$ cat src/rtl/output_row_assembler_pkg.sv
// Shared types and constants for the output row assembler that sits behind the systolic array.
package output_row_assembler_pkg;

  localparam int sys_cols       = 4;
  localparam int P_BITWIDTH     = 32;
  localparam int W_BITWIDTH     = 8;
  localparam int OUT_FIFO_DEPTH = 8;

  typedef logic signed [P_BITWIDTH-1:0] psum_t;
  typedef logic signed [W_BITWIDTH-1:0] out_elem_t;
  typedef out_elem_t [sys_cols-1:0]     out_row_t;

  typedef enum logic [1:0] {
    IDLE = 2'd0,
    RUN  = 2'd1,
    DONE = 2'd2
  } oa_state_t;

endpackage

$ cat src/rtl/output_row_assembler_if.sv
// Valid/ready row bus from the assembler to the writeback / next-layer loader.
interface output_row_assembler_if
  import output_row_assembler_pkg::*;
#(
  parameter int SYS_COLS = sys_cols,
  parameter int W_BW     = W_BITWIDTH
) ();

  logic                           row_valid;
  logic                           row_ready;
  logic [SYS_COLS-1:0][W_BW-1:0]  row_data;

  modport master (output row_valid, output row_data, input row_ready);
  modport slave  (input row_valid, input row_data, output row_ready);

endinterface

$ cat src/rtl/output_row_assembler_col_fifo.sv
// Single-clock show-ahead FIFO holding one array column's partial sums.
module output_row_assembler_col_fifo #(
  parameter int WIDTH = 32,
  parameter int DEPTH = 8
) (
  input  logic             clk,
  input  logic             rst,
  input  logic             clear,
  input  logic             push,
  input  logic             pop,
  input  logic [WIDTH-1:0] din,
  output logic [WIDTH-1:0] dout,
  output logic             full,
  output logic             empty
);

  localparam int AW = $clog2(DEPTH);

  logic [WIDTH-1:0] mem [DEPTH];
  logic [AW:0]      wr_ptr;
  logic [AW:0]      rd_ptr;
  logic             do_push;
  logic             do_pop;

  assign empty   = (wr_ptr == rd_ptr);
  assign full    = (wr_ptr[AW] != rd_ptr[AW]) && (wr_ptr[AW-1:0] == rd_ptr[AW-1:0]);
  // A full FIFO still takes a write when the same edge frees a slot.
  assign do_push = push && (!full || pop);
  assign do_pop  = pop && !empty;
  assign dout    = mem[rd_ptr[AW-1:0]];

  // NOTE: non-blocking assignments in clocked blocks so every register samples pre-edge values.
  always_ff @(posedge clk) begin
    if (rst || clear) begin
      wr_ptr <= '0;
      rd_ptr <= '0;
    end else begin
      if (do_push) wr_ptr <= wr_ptr + (AW+1)'(1);
      if (do_pop)  rd_ptr <= rd_ptr + (AW+1)'(1);
    end
  end

  // NOTE: storage is not reset; the pointers alone define which entries are valid.
  always_ff @(posedge clk) begin
    if (do_push) mem[wr_ptr[AW-1:0]] <= din;
  end

endmodule

$ cat src/rtl/output_row_assembler.sv
// Re-aligns skewed per-column array results into rows, then ReLU / rounding shift / saturation.
module output_row_assembler
  import output_row_assembler_pkg::*;
#(
  parameter int SYS_COLS   = sys_cols,
  parameter int P_BW       = P_BITWIDTH,
  parameter int W_BW       = W_BITWIDTH,
  parameter int FIFO_DEPTH = OUT_FIFO_DEPTH,
  parameter int ROW_CNT_W  = 16,
  parameter int SHIFT_W    = 5
) (
  input  logic                           clk,
  input  logic                           rst,
  input  logic                           start,
  input  logic [ROW_CNT_W-1:0]           cfg_rows,
  input  logic [SHIFT_W-1:0]             cfg_shift,
  input  logic                           cfg_relu,
  input  logic [SYS_COLS-1:0]            read_out,
  input  logic [SYS_COLS-1:0][P_BW-1:0]  o_data,
  output_row_assembler_if.master         row,
  output logic                           busy,
  output logic                           done,
  output logic                           err_overflow
);

  localparam logic signed [P_BW:0] SAT_MAX = (P_BW+1)'((2 ** (W_BW-1)) - 1);
  localparam logic signed [P_BW:0] SAT_MIN = -SAT_MAX - (P_BW+1)'(1);

  oa_state_t                     state, state_next;
  logic [ROW_CNT_W-1:0]          cfg_rows_q, row_cnt, row_cnt_next, pop_cnt;
  logic [SHIFT_W-1:0]            cfg_shift_q;
  logic                          cfg_relu_q;
  logic                          row_valid_q, err_q;
  logic [SYS_COLS-1:0][W_BW-1:0] row_data_q, processed;
  logic [SYS_COLS-1:0][P_BW-1:0] fifo_dout;
  logic [SYS_COLS-1:0]           push, full, empty;
  logic                          pop, hs, overflow;

  // Rounding add is done one bit wider so the largest positive sum cannot wrap.
  function automatic logic [W_BW-1:0] post_process(input logic signed [P_BW-1:0] x,
                                                   input logic [SHIFT_W-1:0]     sh,
                                                   input logic                   relu);
    logic signed [P_BW:0] v;
    logic signed [P_BW:0] half;
    if (relu && x < 0) v = '0;
    else               v = (P_BW+1)'(x);
    if (sh != '0) begin
      half = (P_BW+1)'(1) << (sh - SHIFT_W'(1));
      v    = (v + half) >>> sh;
    end
    if (v > SAT_MAX)      return SAT_MAX[W_BW-1:0];
    else if (v < SAT_MIN) return SAT_MIN[W_BW-1:0];
    else                  return v[W_BW-1:0];
  endfunction

  for (genvar j = 0; j < SYS_COLS; j++) begin : g_col
    output_row_assembler_col_fifo #(.WIDTH(P_BW), .DEPTH(FIFO_DEPTH)) u_fifo (
      .clk   (clk),
      .rst   (rst),
      .clear (start),
      .push  (push[j]),
      .pop   (pop),
      .din   (o_data[j]),
      .dout  (fifo_dout[j]),
      .full  (full[j]),
      .empty (empty[j])
    );
  end

  assign push         = (state == RUN) ? read_out : '0;
  assign hs           = row_valid_q && row.row_ready;
  assign pop          = (state == RUN) && (&(~empty)) && (!row_valid_q || row.row_ready)
                        && (pop_cnt < cfg_rows_q);
  assign overflow     = |(push & full) && !pop;
  assign row_cnt_next = row_cnt + ROW_CNT_W'(hs);

  always_comb begin
    processed = '0;
    for (int j = 0; j < SYS_COLS; j++) begin
      processed[j] = post_process(fifo_dout[j], cfg_shift_q, cfg_relu_q);
    end
  end

  // NOTE: next-state gets a default before the case so no path leaves it unassigned (no latch).
  always_comb begin
    state_next = state;
    if (start) begin
      state_next = RUN;
    end else begin
      unique case (state)
        IDLE:    state_next = IDLE;
        RUN:     if (row_cnt_next == cfg_rows_q) state_next = DONE;
        DONE:    state_next = IDLE;
        default: state_next = IDLE;
      endcase
    end
  end

  always_ff @(posedge clk) begin
    if (rst) state <= IDLE;
    else     state <= state_next;
  end

  always_ff @(posedge clk) begin
    if (rst) begin
      row_valid_q <= 1'b0;
      row_data_q  <= '0;
      row_cnt     <= '0;
      pop_cnt     <= '0;
      err_q       <= 1'b0;
      cfg_rows_q  <= '0;
      cfg_shift_q <= '0;
      cfg_relu_q  <= 1'b0;
    end else if (start) begin
      row_valid_q <= 1'b0;
      row_data_q  <= '0;
      row_cnt     <= '0;
      pop_cnt     <= '0;
      err_q       <= 1'b0;
      cfg_rows_q  <= cfg_rows;
      cfg_shift_q <= cfg_shift;
      cfg_relu_q  <= cfg_relu;
    end else begin
      if (pop) begin
        row_valid_q <= 1'b1;
        row_data_q  <= processed;
        pop_cnt     <= pop_cnt + ROW_CNT_W'(1);
      end else if (hs) begin
        row_valid_q <= 1'b0;
      end
      row_cnt <= row_cnt_next;
      if (overflow) err_q <= 1'b1;
    end
  end

  assign row.row_valid = row_valid_q;
  assign row.row_data  = row_data_q;
  assign busy          = (state == RUN);
  assign done          = (state == DONE);
  assign err_overflow  = err_q;

endmodule
$ cat src/flat_wrapper.sv
// flat-port wrapper written by rule: the top's interface ports become plain ports
module output_row_assembler_flat import output_row_assembler_pkg::*;
#(
  parameter int SYS_COLS   = sys_cols,
  parameter int P_BW       = P_BITWIDTH,
  parameter int W_BW       = W_BITWIDTH,
  parameter int FIFO_DEPTH = OUT_FIFO_DEPTH,
  parameter int ROW_CNT_W  = 16,
  parameter int SHIFT_W    = 5
)
  (clk, rst, start, cfg_rows, cfg_shift, cfg_relu, read_out, o_data, busy, done, err_overflow, row_row_valid, row_row_data, row_row_ready);
  output_row_assembler_if #(.SYS_COLS(SYS_COLS), .W_BW(W_BW)) row_i ();
  input  logic clk;
  input  logic rst;
  input  logic start;
  input  logic [ROW_CNT_W-1:0] cfg_rows;
  input  logic [SHIFT_W-1:0] cfg_shift;
  input  logic cfg_relu;
  input  logic [SYS_COLS-1:0] read_out;
  input  logic [SYS_COLS-1:0][P_BW-1:0] o_data;
  output logic busy;
  output logic done;
  output logic err_overflow;
  output wire logic [$bits(row_i.row_valid)-1:0] row_row_valid;
  output wire logic [$bits(row_i.row_data)-1:0] row_row_data;
  input wire logic [$bits(row_i.row_ready)-1:0] row_row_ready;
  assign row_row_valid = row_i.row_valid;
  assign row_row_data = row_i.row_data;
  assign row_i.row_ready = row_row_ready;
  output_row_assembler #(.SYS_COLS(SYS_COLS), .P_BW(P_BW), .W_BW(W_BW), .FIFO_DEPTH(FIFO_DEPTH), .ROW_CNT_W(ROW_CNT_W), .SHIFT_W(SHIFT_W)) u_core (.clk(clk), .rst(rst), .start(start), .cfg_rows(cfg_rows), .cfg_shift(cfg_shift), .cfg_relu(cfg_relu), .read_out(read_out), .o_data(o_data), .row(row_i), .busy(busy), .done(done), .err_overflow(err_overflow));
endmodule
$ cat config.mk
export PLATFORM = sky130hd
export DESIGN_NAME = output_row_assembler_flat
export DESIGN_NICKNAME = d
export VERILOG_FILES = /design/src/rtl/output_row_assembler_pkg.sv /design/src/rtl/output_row_assembler_if.sv /design/src/rtl/output_row_assembler_col_fifo.sv /design/src/rtl/output_row_assembler.sv /design/src/flat_wrapper.sv
export SDC_FILE = /design/constraint.sdc
export NUM_CORES = 2
export LEC_CHECK = 0
export CAP_MARGIN = 20
export CELL_PAD_IN_SITES_DETAIL_PLACEMENT = 1
export CELL_PAD_IN_SITES_GLOBAL_PLACEMENT = 1
export CORE_AREA = 4 4 384 386
export CTS_BUF_LIST = sky130_fd_sc_hd__clkbuf_4 sky130_fd_sc_hd__clkbuf_8
export CTS_CLUSTER_DIAMETER = 50
export DETAILED_ROUTE_END_ITERATION = 6
export DIE_AREA = 0 0 388 390
export PLACE_DENSITY_LB_ADDON = 0.2
export SYNTH_ARGS = -nofsm -noshare
export SYNTH_HDL_FRONTEND = slang
export SYNTH_SLANG_ARGS = --single-unit
export TNS_END_PERCENT = 1
$ cat constraint.sdc
create_clock -name clk -period 9.1 [get_ports clk]
set_clock_uncertainty 0.15 [all_clocks]
set_input_delay 1.365 -clock clk [delete_from_list [all_inputs] [get_ports clk]]
set_output_delay 1.365 -clock clk [all_outputs]
set_load 0.01 [all_outputs]
==> results.md <==
- Drt pass-1 iters: 6
- Sequential fraction of the synthesis area: 48.7%
- I/O pin count: 194
- 1st-iter DRT viols: 6971
- Routed len/inst: 34.5 um
- Mapped Cells: 5922
- Max Freq: 121 MHz
- Clock Sinks: 1158
- Delay of the slowest critical-path stage: 1000 ps
- Crit path max-delay family: simple AND/OR/NAND/NOR gates
- Worst-margin pin slew: 1190 ps
- Status: finished clean
- Crit path max fanout: 36
- Final setup viols: 0
- Post-Synthesis Net Count: 6208
- Ys async rst share: 0%
- Row count: 139
- Tot GR Track Use: 36.6%
- Reg2reg setup slack: 800 ps
- Gr ovfl total: 0
- Initial core utilization: 47.9%
- CTS Buf Count: 191
- Final Util: 54.0%
- Share of the synthesized area in the top cell type: 44.8%
- Hold Path Class: reg -> reg
- Largest net degree at the start of global routing: 59
- Design Area, Final: 77500 sq um
- Placed Area: 73500 sq um
- Post-cts resize count: 0
- Post-synth EDFFs: 1024
- Layout fillers: 14800
- Worst skew pair latency: 910 ps
- Hold Startpoint: u_core.row.row_data[15]
- ANT nets after route: 0
- RSZ-0062 raised after global routing: false
- Reg2reg end: u_core.row.row_data[24]
- DR vias: 56600
- Post-Layout Cell Count: 8207
- Element type at the critical path end: flop
- Post-synth top area cell: edfxtp_1
- PortBufs: 193
- Startpoint types: flop
- Pwr dens: 161 nW/um^2
- Syn-to-layout area delta: 12.7%
- DP Cell Count: 7852
- Share of cells above drive strength 1: 17.8%
- Hold slack final: 324 ps
- Synth area leaders: edfxtp_1 45%, mux4_2 8.9%, dfxtp_1 3.9%
- Setup bufs post-CTS: 0
- Slowest stage cell, crit path: nor2_2
- CP Data Arrival Time: 8940 ps
- Fin. Hold Viols: 0
- Setup total negative slack: 0 ps
- Reg2reg start: u_core.cfg_shift_q[4]
- Fin. max-slew vios: 0
- Setup CP Type: reg -> reg
- Required time of the critical path: 9740 ps
- Number of global-route vias before repair: 57100
- Clock-pin slew on the worst setup and hold paths: 60 ps
- Peak supply drop: 0.000183 V
- Vias/cell: 6.90
- R2r worst-path depth: 20
- Overall routed net length: 283000 um
- Number of max-cap violations: 0
- Synth cell types: 138
- Hold path endpoint: u_core.row.row_data[15]
- Relative slew slack: 20.2%
- DRC: 0
- Total Power: 12.4 mW
- Bufs on Longest Clock Path: 3
- Main synth FF type: edfxtp_1
- Mapped cell area: 68700 sq um
- Fin crit share: 91.2%
- Core Area: 143000 sq um
- Crit path buffers/inverters: 0
- Root buffer cell: clkbuf_8
- Initial antenna violation count: 26
- Crit path time final: 8300 ps
- Die Footprint: 151000 sq um
- FF+latch count, synth: 1158
- Setup slack at placement: 995 ps
- Hold Buf Count CTS: 0
- Syn. warnings: 0
- Nets: 6429
- DIE HEIGHT: 390 um
- Worst Setup Slack, final: 804 ps
- Synthesized area per cell: 11.6 sq um
- Crit-path cells: nor2_1 > nand2_1 > nor2_2 > ha_1 > a21o_1 > a21oi_1 > a21oi_1 > nor3b_1 > o31ai_4 > a41oi_1 > o21ai_1 > xnor2_1 > mux4_2 > a221o_1 > a2111oi_2 > nand3_1 > nor4_1 > nand3_1 > o31ai_4 > o22ai_1
- Chip Width: 388 um
- CTS tree: built
- First-pass GRT wire length: 408000 um
- Post-DP HPWL: 202000 um
- Htree depth: 4
- Leakage: 26.0 nW
- Hold Path Depth: 2
- Routability cong.: 1.03
[worst max path at each step]
stage	startpoint	endpoint	slack (ps)	cells past startpoint
floorplan	flop	u_core.row.row_data[6]	450	28
global placement	flop	u_core.row.row_data[19]	1140	20
detailed placement	flop	u_core.row.row_data[18]	1000	20
CTS	flop	u_core.row.row_data[17]	960	20
global route	flop	u_core.row.row_data[14]	510	21
finish	u_core.cfg_shift_q[4]	u_core.row.row_data[24]	800	20
[synthesized netlist by cell type, types with 54 or more instances]
| library cell | n |
|---|---|
| o211ai_1 | 78 |
| a211oi_1 | 118 |
| clkbuf_1 | 249 |
| buf_2 | 54 |
| o22ai_1 | 67 |
| inv_1 | 96 |
| a31oi_1 | 68 |
| ha_1 | 124 |
| edfxtp_1 | 1024 |
| mux4_2 | 272 |
| a21oi_1 | 257 |
| nand3_1 | 148 |
| dfxtp_1 | 134 |
| nor3_1 | 138 |
| nand2b_1 | 58 |
| xnor2_1 | 162 |
| nor2_1 | 585 |
| and2_1 | 62 |
| buf_1 | 80 |
| o21ai_0 | 220 |
| xor2_1 | 64 |
| mux2i_1 | 253 |
| nand2_1 | 387 |
| nand4_1 | 73 |
| a21o_1 | 69 |
[layout by cell type (no fill, tap or decap), types with 73 or more instances in the layout]
cell type and count:
edfxtp_1 1024, nor2_1 551, nand2_1 385, mux4_2 272
a21oi_1 257, mux2i_1 253, buf_4 237, o21ai_0 220
clkbuf_8 200, clkdlybuf4s50_1 193, xnor2_1 162, nand3_1 148
nor3_1 130, ha_1 124, a211oi_1 118, dfxtp_1 116
inv_1 94, o211ai_1 78, nand4_1 73
[power breakdown]
group	total [mW]	switching (mW)	internal [mW]
sequential	5.84	0.0274	5.81
clock	4.68	2.21	2.47
combinational	1.92	1.31	0.609
total	12.4	3.55	8.89
[cell type report]
class,instances,area [sq um],share of cell area [%]
clock buffer,265,3240,4.18
inverter,99,377,0.486
sequential,1158,33500,43.2
clock inverter,79,674,0.871
timing repair buffer,433,3770,4.87
antenna,10,25.0,0.0323
multi-input combinational,4260,33500,43.2
tap,1903,2380,3.07
[flip-flops by register name (all words and copies together), names as in the netlist, 2 cells and up, named ones only]
name and flops:
u_core.g_col.u_fifo.mem 1024, u_core.state 2, u_core.g_col.u_fifo.rd_ptr 16, u_core.cfg_rows_q 16, u_core.pop_cnt 16, u_core.row.row_data 32, u_core.cfg_shift_q 5, u_core.row_cnt 16
u_core.g_col.u_fifo.wr_ptr 16
[cell families after synthesis]
logic type | Yosys count | synth area share (%)
multiplexers | 589 | 13.8
adder cells (fa/ha/maj) | 152 | 2.73
AO/OA/AOI/OAI | 1532 | 16.6
buffers and inverters | 504 | 3.04
flip-flops | 1158 | 48.7
XOR/XNOR | 228 | 2.93
AND/OR/NAND/NOR | 1759 | 12.3
[worst min-delay path, stage by stage, from the launching register on]
cell and delay [ps]:
dfxtp_1 310, nand3_1 60, a21oi_1 60
[per-layer routing]
metal / routed length (um) / GRT usage (%)
met1: 115000 / 50.2
met3: 26800 / 8.10
met5: 113 / 0
met2: 124000 / 54.8
met4: 17000 / 19.2
No activity file was read; power rests on OpenSTA's default activity.
